**config.mk**
```make
export PLATFORM = sky130hd
export DESIGN_NAME = pixel_format_converter_flat
export DESIGN_NICKNAME = d
export VERILOG_FILES = /design/src/rtl/pixel_format_converter_if.sv /design/src/rtl/pixel_format_converter.sv /design/src/flat_wrapper.sv
export SDC_FILE = /design/constraint.sdc
export NUM_CORES = 1
export LEC_CHECK = 0
export ABC_CLOCK_PERIOD_IN_PS = 8700
export BUFFER_PORTS_ARGS = -buffer_cell sky130_fd_sc_hd__buf_2
export CAP_MARGIN = 10
export CORE_ASPECT_RATIO = 0.75
export CORE_MARGIN = 2
export CORE_UTILIZATION = 30
export DETAILED_ROUTE_END_ITERATION = 16
export GPL_ROUTABILITY_DRIVEN = 1
export RECOVER_POWER = 25
export SETUP_SLACK_MARGIN = 0.4
export SLEW_MARGIN = 20
export SYNTH_ARGS = -nofsm -noshare
export SYNTH_HDL_FRONTEND = slang
export SYNTH_SLANG_ARGS = --single-unit
export TNS_END_PERCENT = 30
```
**constraint.sdc**
```tcl
create_clock -name iClk -period 8.7 [get_ports iClk]
set_input_delay 0.435 -clock iClk [delete_from_list [all_inputs] [get_ports iClk]]
set_output_delay 0.435 -clock iClk [all_outputs]
set_load 0.01 [all_outputs]
```
**src/rtl/pixel_format_converter_if.sv**
```systemverilog
// Pixel-path bundle between the camera source and the formatter: 24-bit pixel in,
// 16-bit converted pixel plus line/tail status out.
interface pixel_format_converter_if #(
    parameter int IDX_W = 9
);
    logic             wFgPixelValid;
    logic [23:0]      wConvPixel;
    logic             wFgOutValid;
    logic [15:0]      wOutPixel;
    logic             wFgLineEnd;
    logic [IDX_W-1:0] wPixIdx;
    logic             wFgInTail;
    logic             wFgOverrun;

    modport master (
        output wFgPixelValid, wConvPixel,
        input  wFgOutValid, wOutPixel, wFgLineEnd, wPixIdx, wFgInTail, wFgOverrun
    );

    modport slave (
        input  wFgPixelValid, wConvPixel,
        output wFgOutValid, wOutPixel, wFgLineEnd, wPixIdx, wFgInTail, wFgOverrun
    );
endinterface

```
**src/rtl/pixel_format_converter.sv**
```systemverilog
// RGB888 to 16-bit formatter with a two-stage enable-gated pipeline, per-line pixel
// counting and a post-line blanking tail that drops and flags late pixels.
module pixel_format_converter #(
    parameter int LINE_PIXELS = 480,
    parameter int TAIL_TICKS  = 2,
    parameter int IDX_W       = $clog2(LINE_PIXELS)
) (
    input  logic       iClk,
    input  logic       wRsn,
    input  logic       wEnClk,
    input  logic       wStCnn,
    input  logic [1:0] iMode,
    pixel_format_converter_if.slave pix
);
    localparam int TAIL_W = (TAIL_TICKS < 1) ? 1 : $clog2(TAIL_TICKS + 1);
    localparam logic [IDX_W-1:0]  LAST_IDX  = IDX_W'(LINE_PIXELS - 1);
    localparam logic [TAIL_W-1:0] TAIL_LOAD = TAIL_W'(TAIL_TICKS);

    function automatic logic [15:0] convert_pixel(input logic [1:0] mode, input logic [23:0] px);
        logic [7:0]  r, g, b, y;
        logic [5:0]  r_rnd, b_rnd;
        logic [6:0]  g_rnd;
        logic [4:0]  r5, b5;
        logic [5:0]  g6;
        logic [15:0] y_sum;
        r = px[23:16];
        g = px[15:8];
        b = px[7:0];
        r_rnd = 6'(({1'b0, r} + 9'd4) >> 3);
        g_rnd = 7'(({1'b0, g} + 9'd2) >> 2);
        b_rnd = 6'(({1'b0, b} + 9'd4) >> 3);
        r5 = r_rnd[5] ? 5'd31 : r_rnd[4:0];
        g6 = g_rnd[6] ? 6'd63 : g_rnd[5:0];
        b5 = b_rnd[5] ? 5'd31 : b_rnd[4:0];
        // Luma weights sum to 256, so the 16-bit sum never exceeds 0xFF80.
        y_sum = 16'd77 * {8'd0, r} + 16'd150 * {8'd0, g} + 16'd29 * {8'd0, b} + 16'd128;
        y = 8'(y_sum >> 8);
        case (mode)
            2'b00:   convert_pixel = {r[7:3], g[7:2], b[7:3]};
            2'b01:   convert_pixel = {r5, g6, b5};
            2'b10:   convert_pixel = {1'b0, r[7:3], g[7:3], b[7:3]};
            2'b11:   convert_pixel = {y[7:3], y[7:2], y[7:3]};
            default: convert_pixel = 16'h0000;
        endcase
    endfunction

    logic [1:0]        mode_r, mode_s;
    logic [IDX_W-1:0]  line_cnt_r, line_cnt_s;
    logic [TAIL_W-1:0] tail_r, tail_s;
    logic [23:0]       s1_pix_r, s1_pix_s;
    logic              s1_valid_r, s1_valid_s;
    logic [IDX_W-1:0]  s1_idx_r, s1_idx_s;
    logic              s1_last_r, s1_last_s;
    logic [15:0]       out_pixel_r, out_pixel_s;
    logic              out_valid_r, out_valid_s;
    logic              line_end_r, line_end_s;
    logic [IDX_W-1:0]  pix_idx_r, pix_idx_s;
    logic              in_tail_r, in_tail_s;
    logic              overrun_r, overrun_s;
    logic              tail_active_s, accept_s, at_last_s;

    // Next-state for mode, counters and both pipeline stages.
    always_comb begin
        tail_active_s = (tail_r != '0);
        accept_s      = wEnClk & pix.wFgPixelValid & ~tail_active_s;
        at_last_s     = (line_cnt_r == LAST_IDX);
        mode_s        = mode_r;
        line_cnt_s    = line_cnt_r;
        tail_s        = tail_r;
        s1_pix_s      = s1_pix_r;
        s1_valid_s    = s1_valid_r;
        s1_idx_s      = s1_idx_r;
        s1_last_s     = s1_last_r;
        out_pixel_s   = out_pixel_r;
        out_valid_s   = out_valid_r;
        line_end_s    = line_end_r;
        pix_idx_s     = pix_idx_r;
        overrun_s     = overrun_r;
        if (wStCnn) begin
            // Frame start wins over any simultaneous accept; that pixel vanishes silently.
            mode_s      = iMode;
            line_cnt_s  = '0;
            tail_s      = '0;
            s1_valid_s  = 1'b0;
            s1_last_s   = 1'b0;
            out_valid_s = 1'b0;
            line_end_s  = 1'b0;
            overrun_s   = 1'b0;
        end else if (wEnClk) begin
            s1_pix_s    = pix.wConvPixel;
            s1_valid_s  = accept_s;
            s1_idx_s    = line_cnt_r;
            s1_last_s   = accept_s & at_last_s;
            out_valid_s = s1_valid_r;
            line_end_s  = s1_last_r;
            if (s1_valid_r) begin
                out_pixel_s = convert_pixel(mode_r, s1_pix_r);
                pix_idx_s   = s1_idx_r;
            end else begin
                out_pixel_s = out_pixel_r;
                pix_idx_s   = pix_idx_r;
            end
            if (accept_s) begin
                if (at_last_s) begin
                    line_cnt_s = '0;
                    tail_s     = TAIL_LOAD;
                end else begin
                    line_cnt_s = line_cnt_r + IDX_W'(1);
                    tail_s     = tail_r;
                end
            end else if (tail_active_s) begin
                tail_s = tail_r - TAIL_W'(1);
                if (pix.wFgPixelValid) begin
                    overrun_s = 1'b1;
                end else begin
                    overrun_s = overrun_r;
                end
            end else begin
                tail_s = tail_r;
            end
        end else begin
            mode_s = mode_r;
        end
        in_tail_s = (tail_s != '0);
    end

    // State register with asynchronous active-low reset.
    always_ff @(posedge iClk or negedge wRsn) begin
        if (!wRsn) begin
            mode_r      <= 2'b00;
            line_cnt_r  <= '0;
            tail_r      <= '0;
            s1_pix_r    <= 24'h000000;
            s1_valid_r  <= 1'b0;
            s1_idx_r    <= '0;
            s1_last_r   <= 1'b0;
            out_pixel_r <= 16'h0000;
            out_valid_r <= 1'b0;
            line_end_r  <= 1'b0;
            pix_idx_r   <= '0;
            in_tail_r   <= 1'b0;
            overrun_r   <= 1'b0;
        end else begin
            mode_r      <= mode_s;
            line_cnt_r  <= line_cnt_s;
            tail_r      <= tail_s;
            s1_pix_r    <= s1_pix_s;
            s1_valid_r  <= s1_valid_s;
            s1_idx_r    <= s1_idx_s;
            s1_last_r   <= s1_last_s;
            out_pixel_r <= out_pixel_s;
            out_valid_r <= out_valid_s;
            line_end_r  <= line_end_s;
            pix_idx_r   <= pix_idx_s;
            in_tail_r   <= in_tail_s;
            overrun_r   <= overrun_s;
        end
    end

    assign pix.wFgOutValid = out_valid_r;
    assign pix.wOutPixel   = out_pixel_r;
    assign pix.wFgLineEnd  = line_end_r;
    assign pix.wPixIdx     = pix_idx_r;
    assign pix.wFgInTail   = in_tail_r;
    assign pix.wFgOverrun  = overrun_r;
endmodule

```
**src/flat_wrapper.sv**
```systemverilog
// flat-port wrapper written by rule: the top's interface ports become plain ports
module pixel_format_converter_flat 
#(
    parameter int LINE_PIXELS = 480,
    parameter int TAIL_TICKS  = 2,
    parameter int IDX_W       = $clog2(LINE_PIXELS)
)
  (iClk, wRsn, wEnClk, wStCnn, iMode, pix_wFgPixelValid, pix_wConvPixel, pix_wFgOutValid, pix_wOutPixel, pix_wFgLineEnd, pix_wPixIdx, pix_wFgInTail, pix_wFgOverrun);
  pixel_format_converter_if #(.IDX_W(IDX_W)) pix_i ();
  input  logic iClk;
  input  logic wRsn;
  input  logic wEnClk;
  input  logic wStCnn;
  input  logic [1:0] iMode;
  input wire logic [$bits(pix_i.wFgPixelValid)-1:0] pix_wFgPixelValid;
  input wire logic [$bits(pix_i.wConvPixel)-1:0] pix_wConvPixel;
  output wire logic [$bits(pix_i.wFgOutValid)-1:0] pix_wFgOutValid;
  output wire logic [$bits(pix_i.wOutPixel)-1:0] pix_wOutPixel;
  output wire logic [$bits(pix_i.wFgLineEnd)-1:0] pix_wFgLineEnd;
  output wire logic [$bits(pix_i.wPixIdx)-1:0] pix_wPixIdx;
  output wire logic [$bits(pix_i.wFgInTail)-1:0] pix_wFgInTail;
  output wire logic [$bits(pix_i.wFgOverrun)-1:0] pix_wFgOverrun;
  assign pix_i.wFgPixelValid = pix_wFgPixelValid;
  assign pix_i.wConvPixel = pix_wConvPixel;
  assign pix_wFgOutValid = pix_i.wFgOutValid;
  assign pix_wOutPixel = pix_i.wOutPixel;
  assign pix_wFgLineEnd = pix_i.wFgLineEnd;
  assign pix_wPixIdx = pix_i.wPixIdx;
  assign pix_wFgInTail = pix_i.wFgInTail;
  assign pix_wFgOverrun = pix_i.wFgOverrun;
  pixel_format_converter #(.LINE_PIXELS(LINE_PIXELS), .TAIL_TICKS(TAIL_TICKS), .IDX_W(IDX_W)) u_core (.iClk(iClk), .wRsn(wRsn), .wEnClk(wEnClk), .wStCnn(wStCnn), .iMode(iMode), .pix(pix_i));
endmodule
```
==> key figures, run 1 <==
Worst setup path
  – CP required: 8.91 ns
  – Setup crit end kind: flip-flop
  – WP data arrival: 7.34 ns
  – Reg2reg path depth: 25
  – Crit start category: flip-flop
  – Crit Path Category: reg2reg
  – CP max FO: 10

Timing
  – # setup viols final: 0
  – RSZ-0062 raised after global routing: no
  – Max-slew violation count: 78
  – Tightest Pin Transition: 4.24 ns
  – Setup TNS: 0 ns
  – Slew margin rel.: -1.82
  – F_max: 0.140 GHz
  – Skew final: 0.00679 ns
  – Final WS setup: 1.57 ns
  – Fin crit share: 0.819
  – Count of final hold-check violations: 0
  – Tmin final: 7.13 ns

Logic synthesis
  – Unique cell type count in the Yosys netlist: 49
  – Post-synth EDFFs: 0
  – Async SR Flop Fraction: 1.00
  – Yosys top cell area share: 0.283
  – Syn avg cell area: 9.63 sq um
  – Post-Syn Area: 6800 sq um
  – Largest area contributor in the netlist: dfrtp_1
  – YS warnings: 0
  – Top post-synthesis cells by area: dfrtp_1, ha_1, fa_1, inv_1, nand2_1
  – Syn_nets: 894
  – Synthesized flop and latch total: 77
  – Cells after synthesis: 706
  – Seq/Total Area, Yosys: 0.283
  – Main synth FF type: dfrtp_1

Place
  – Final HPWL DP: 13.2 mm
  – DP Worst Slack: 1.64 ns
  – Placer Congestion: 0.846
  – IO buf count: 59

Floorplanning
  – Initial Util: 0.307
  – Die Span Y: 134 um
  – DIE AREA: 23900 sq um
  – Die width: 178 um
  – Ports: 60
  – Rows: 47
  – Core area: 22200 sq um

Drt
  – Routed Antenna Nets: 0
  – # DRC: 0
  – Iteration-0 DRC Markers: 349
  – Total number of vias: 4988
  – Final wirelength: 16.7 mm
  – Wire per inst: 15.8 um
  – Vias/cell: 4.72
  – First drt pass iteration count: 5

Clocking
  – CTS resizes: 0
  – Setup Fix Bufs, Post-CTS: 0
  – CTS sink count: 77
  – Clk_lat worst skew: 0.34 ns
  – CTS Hold Bufs: 0
  – CTS buffer count: 9
  – Root buffer cell: clkbuf_16
  – CTS tree: done
  – H-tree depth: 3
  – Clock transition at path regs: 0.06 ns
  – Max Root-Sink Buffers: 2

Layout
  – Fillers: 2248
  – Area of the multi-input gates: 4360 sq um
  – Nets: 945
  – Layout cell share with drive strength beyond 1: 0.142
  – Area grow syn2layout: 13.8%
  – FF+latch area: 1930 sq um
  – ANT cells: 0

Global route
  – Remaining global-route overflow: 0
  – Vias in the first global route: 4969
  – Largest net degree at the start of global routing: 78
  – Initial antenna violation count: 0
  – First-pass GRT wire length: 27.7 mm
  – Gr usage total: 0.151

Hold path
  – Hold depth: 3
  – Worst hold path class: in2reg

Run
  – Max-cap violations: 1

Status
  – Failing checks: capacitance limit, slew limit
  – Status: finished, violations left
[cell usage after synthesis (all sizes together), types with 6 or more instances]
| library cell | number |
|---|---|
| a21oi | 41 |
| nand3 | 14 |
| clkbuf | 19 |
| and3 | 6 |
| fa | 55 |
| nand2 | 79 |
| nor2 | 21 |
| dfrtp | 77 |
| o21ai | 54 |
| mux2 | 20 |
| a31oi | 6 |
| nand4 | 7 |
| xnor2 | 15 |
| inv | 117 |
| xor2 | 9 |
| nor3 | 6 |
| ha | 102 |
[sequential cells by signal, summed over array words and instances (netlist names), 2 cells and up]
| register | cells |
|---|---|
| u_core.pix.wPixIdx | 9 |
| u_core.s1_idx_r | 9 |
| u_core.line_cnt_r | 9 |
| u_core.mode_r | 2 |
| u_core.tail_r | 2 |
| u_core.pix.wOutPixel | 16 |
| u_core.s1_pix_r | 24 |
[final cells by class]
cell class | instances | area share
multi-input cells | 491 | 0.564
inverters | 117 | 0.0568
flip-flops and latches | 77 | 0.249
repair buffers | 61 | 0.0399
clock buffers | 10 | 0.0309
well taps | 294 | 0.0475
clock inverters | 6 | 0.0121
[layer usage]
layer / vias to the layer above / part of all wire / track usage
met5: - / 0 / 0
met4: 0 / 0.0080 / 0.0241
met3: 14 / 0.062 / 0.0405
met2: 128 / 0.39 / 0.196
met1: 2398 / 0.54 / 0.247
li1: 2448 / - / -
[cell usage in the layout (no fill, tap or decap), drive strengths merged, types with 14 or more instances in the layout]
cell and instances:
fa 55, nand3 14, nor2 21, dfrtp 77, buf 60, o21ai 54
mux2 20, a21oi 41, ha 102, nand2 79, inv 119, xnor2 15
[critical path, cell delays in order, from the launching register on]
cell and delay, ns:
dfrtp_1 0.60, ha_1 0.31, ha_1 0.28, ha_1 0.28, inv_1 0.05, fa_1 0.49
inv_1 0.04, ha_1 0.32, inv_1 0.07, o21ai_0 0.20, xor2_1 0.23, fa_1 0.47
fa_1 0.51, inv_1 0.05, fa_1 0.47, inv_1 0.05, fa_1 0.47, ha_1 0.30
ha_1 0.34, a2111oi_4 0.32, nand2_1 0.08, o21a_2 0.25, a221oi_2 0.29, xnor2_1 0.13
xnor2_1 0.26, o21ai_0 0.13
[metrics by stage]
stage / utilization / instance area, sq um / hold slack, ns / std cells
finish: 0.349 / 7740 / 0.293 / 1056
global route: 0.349 / 7740 / 0.285 / 1056
CTS: 0.349 / 7740 / 0.283 / 1056
detailed placement: 0.334 / 7410 / 0.455 / 1040
global placement: 0.334 / 7410 / 0.445 / 1040
floorplan: - / 6800 / 0.139 / 706
[path summary, 6_finish.rpt]
kind,start,endpoint,slack [ns]
max,u_core.s1_pix_r[11],u_core.pix.wOutPixel[10],1.57
min,pix_wConvPixel[13],u_core.s1_pix_r[13],0.29
max reg2reg,u_core.s1_pix_r[11],u_core.pix.wOutPixel[10],1.57
min reg2reg,u_core.s1_idx_r[8],u_core.pix.wPixIdx[8],0.47
max in group asynchronous,wRsn,u_core.pix.wOutPixel[10],4.74
min in group asynchronous,wRsn,u_core.line_cnt_r[3],1.59
[cell families (layout without fill, tap and decap cells)]
family                     after synthesis  count (layout)  synth area share
AOI/OAI and AO/OA                      131             131             0.115
xor gates and xnor gates                24              24            0.0309
adders and majority gates              157             157             0.350
buffers and inverters                  138             194            0.0765
DFF                                     77              77             0.283
muxes                                   24              24            0.0408
and+or+nand+nor                        155             155             0.104
Power of run 1 is left out: the tool's default activity adds up to more than one toggle a clock period on the data nets, which glitch-free logic cannot reach.
==> inputs of run 2 (changes only) <==
--- a/config.mk
+++ b/config.mk
@@ -5,7 +5,7 @@
 export SDC_FILE = /design/constraint.sdc
 export NUM_CORES = 1
 export LEC_CHECK = 0
-export ABC_CLOCK_PERIOD_IN_PS = 8700
+export ABC_CLOCK_PERIOD_IN_PS = 6050
 export BUFFER_PORTS_ARGS = -buffer_cell sky130_fd_sc_hd__buf_2
 export CAP_MARGIN = 10
 export CORE_ASPECT_RATIO = 0.75
==> constraint.sdc (replaced) <==
create_clock -name iClk -period 6.05 [get_ports iClk]
set_input_delay 0.3025 -clock iClk [delete_from_list [all_inputs] [get_ports iClk]]
set_output_delay 0.3025 -clock iClk [all_outputs]
set_load 0.01 [all_outputs]
==> run 2 against run 1 <==
The flow finishes with violations (capacitance limit, slew limit, setup timing). Final cell count rose by 4.4%. Via count rose by 3.8%. Final area rose by 7.9%. Count of clock-buffer cells in the layout fell by 1. Worst setup slack got worse by 2.0 ns. Critical path type unchanged. Highest routed layer unchanged.
==> key figures, run 2 (synthesized netlist as in run 1, its figures left out) <==
Floorplanning
  – Die width: 178 um (unchanged)
  – Rows: 47 (unchanged)
  – Ports: 60 (unchanged)
  – Die Span Y: 134 um (unchanged)
  – Core area: 22200 sq um (unchanged)
  – DIE AREA: 23900 sq um (unchanged)
  – Initial Util: 0.307 (unchanged)

Timing
  – Worst hold margin: 0.147 ns (was 0.293 ns)
  – Tmin final: 6.46 ns (was 7.13 ns)
  – F_max: 0.155 GHz (was 0.140 GHz)
  – RSZ-0062 raised after global routing: yes (was no)
  – Max-slew violation count: 34 (was 78)
  – Skew final: 0.0148 ns (was 0.00679 ns)
  – Count of final hold-check violations: 0 (unchanged)
  – Slew margin rel.: -0.295 (was -1.82)
  – Final WS setup: -0.406 ns (was 1.57 ns)
  – # setup viols final: 16 (was 0)
  – Tightest Pin Transition: 1.94 ns (was 4.24 ns)
  – Fin crit share: 1.07 (was 0.819)

Clocking
  – H-tree depth: 3 (unchanged)
  – Clk_lat worst skew: 0.35 ns (was 0.34 ns)
  – Max Root-Sink Buffers: 2 (unchanged)
  – CTS buffer count: 9 (unchanged)
  – Root buffer cell: clkbuf_16 (unchanged)
  – Clock transition at path regs: 0.08 ns (was 0.06 ns)
  – CTS tree: done (unchanged)
  – CTS sink count: 77 (unchanged)

Drt
  – Iteration-0 DRC Markers: 403 (was 349)
  – Total number of vias: 5180 (was 4988)
  – Vias/cell: 4.70 (was 4.72)
  – # DRC: 0 (unchanged)
  – Wire per inst: 15.9 um (was 15.8 um)
  – First drt pass iteration count: 4 (was 5)
  – Routed Antenna Nets: 0 (unchanged)
  – Final wirelength: 17.5 mm (was 16.7 mm)

Global route
  – Vias in the first global route: 5139 (was 4969)
  – Gr usage total: 0.158 (was 0.151)
  – First-pass GRT wire length: 28.8 mm (was 27.7 mm)
  – Largest net degree at the start of global routing: 48 (was 78)
  – Initial antenna violation count: 0 (unchanged)
  – Remaining global-route overflow: 0 (unchanged)

Layout
  – Commonest non-fill, non-tap cells in the layout: inv_1, ha_1, nand2_1 (unchanged)
  – Area grow syn2layout: 22.8% (was 13.8%)
  – Layout cell share with drive strength beyond 1: 0.234 (was 0.142)
  – Nets: 991 (was 945)
  – Max reg flops: 24 (unchanged)
  – Most flop-heavy register: u_core.s1_pix_r (unchanged)
  – Most common cell after layout, fill and taps aside: inv_1 (unchanged)
  – ANT cells: 0 (unchanged)

Hold path
  – Hold path startpoint: pix_wConvPixel[16] (was pix_wConvPixel[13])
  – Worst hold path class: in2reg (unchanged)

Worst setup path
  – Reg2reg path depth: 24 (was 25)
  – Crit Path Category: reg2reg (unchanged)
  – FF-to-FF Start: u_core.s1_pix_r[14] (was u_core.s1_pix_r[11])
  – Crit start category: flip-flop (unchanged)
  – CP required: 6.28 ns (was 8.91 ns)
  – Critical Path End: u_core.pix.wOutPixel[10] (unchanged)
  – Crit. Startpoint: u_core.s1_pix_r[14] (was u_core.s1_pix_r[11])
  – RR Endpoint: u_core.pix.wOutPixel[10] (unchanged)
  – Reg-to-reg slack, setup: -0.41 ns (was 1.57 ns)
  – Setup crit end kind: flip-flop (unchanged)
  – WP data arrival: 6.69 ns (was 7.34 ns)
  – CP max FO: 5 (was 10)

Place
  – DP Worst Slack: -0.395 ns (was 1.64 ns)
  – IO buf count: 59 (unchanged)
  – Final HPWL DP: 13.7 mm (was 13.2 mm)
  – Placer Congestion: 0.851 (was 0.846)

Run
  – Max-cap violations: 1 (unchanged)

Status
  – Status: finished, violations left (unchanged)
  – Failing checks: capacitance limit, slew limit, setup timing (was capacitance limit, slew limit)
## run 2: final cells by class
type                       instances  area (sq um)
fill                            2197         13800
multi-input combinational        491          4650
sequential                        77          1930
timing repair buffer             107           651
inverter                         117           442
tap                              294           368
clock buffer                       9           225
clock inverter                     7          82.6
## run 2: worst max-delay path: stages (launching register included)
cell	delay, ns
dfrtp_2	0.43
ha_4	0.25
ha_4	0.26
inv_2	0.03
fa_1	0.44
fa_1	0.51
inv_2	0.05
ha_4	0.23
xor2_2	0.18
fa_1	0.47
fa_1	0.49
inv_1	0.05
fa_1	0.49
inv_2	0.04
fa_1	0.55
ha_4	0.22
ha_4	0.22
a2111oi_4	0.31
nand2_1	0.11
o21a_4	0.26
a221oi_4	0.29
xnor2_2	0.15
xnor2_1	0.13
buf_4	0.15
o21ai_2	0.06
## run 2: worst min-delay path by stage
stage	to	depth (start not counted)	slack, ns
detailed placement	u_core.pix.wPixIdx[4]	1	0.30
global placement	u_core.pix.wPixIdx[4]	1	0.30
finish	u_core.s1_pix_r[16]	3	0.15
floorplan	u_core.line_cnt_r[0]	0	0.007
global route	u_core.s1_pix_r[15]	3	0.16
CTS	u_core.s1_pix_r[16]	3	0.14
## run 2: metal layers
layer | global-route usage | part of all wire
met4 | 0.0246 | 0.0064
met3 | 0.0417 | 0.063
met2 | 0.211 | 0.40
met5 | 0 | 0
met1 | 0.252 | 0.53
## run 2: timing repair
item	4_1_cts	5_1_grt
hold endpoints to repair	32	0
pin swaps	14	22
hold buffers	1	0
buffers inserted	6	3
resized for setup	11	23
setup endpoints to repair	16	16
## run 2: stage by stage
stage          instance area (sq um)  instances  utilization  setup TNS (ns)
4_1_cts                         8220       1099        0.371           -5.17
3_5_place_dp                    7810       1076        0.352           -5.42
3_3_place_gp                    7810       1076        0.352           -4.42
2_1_floorplan                   6930        706            -           -2.20
6_report                        8350       1102        0.377           -5.04
5_1_grt                         8350       1102        0.377           -8.65
Power of run 2 is left out for the same reason.
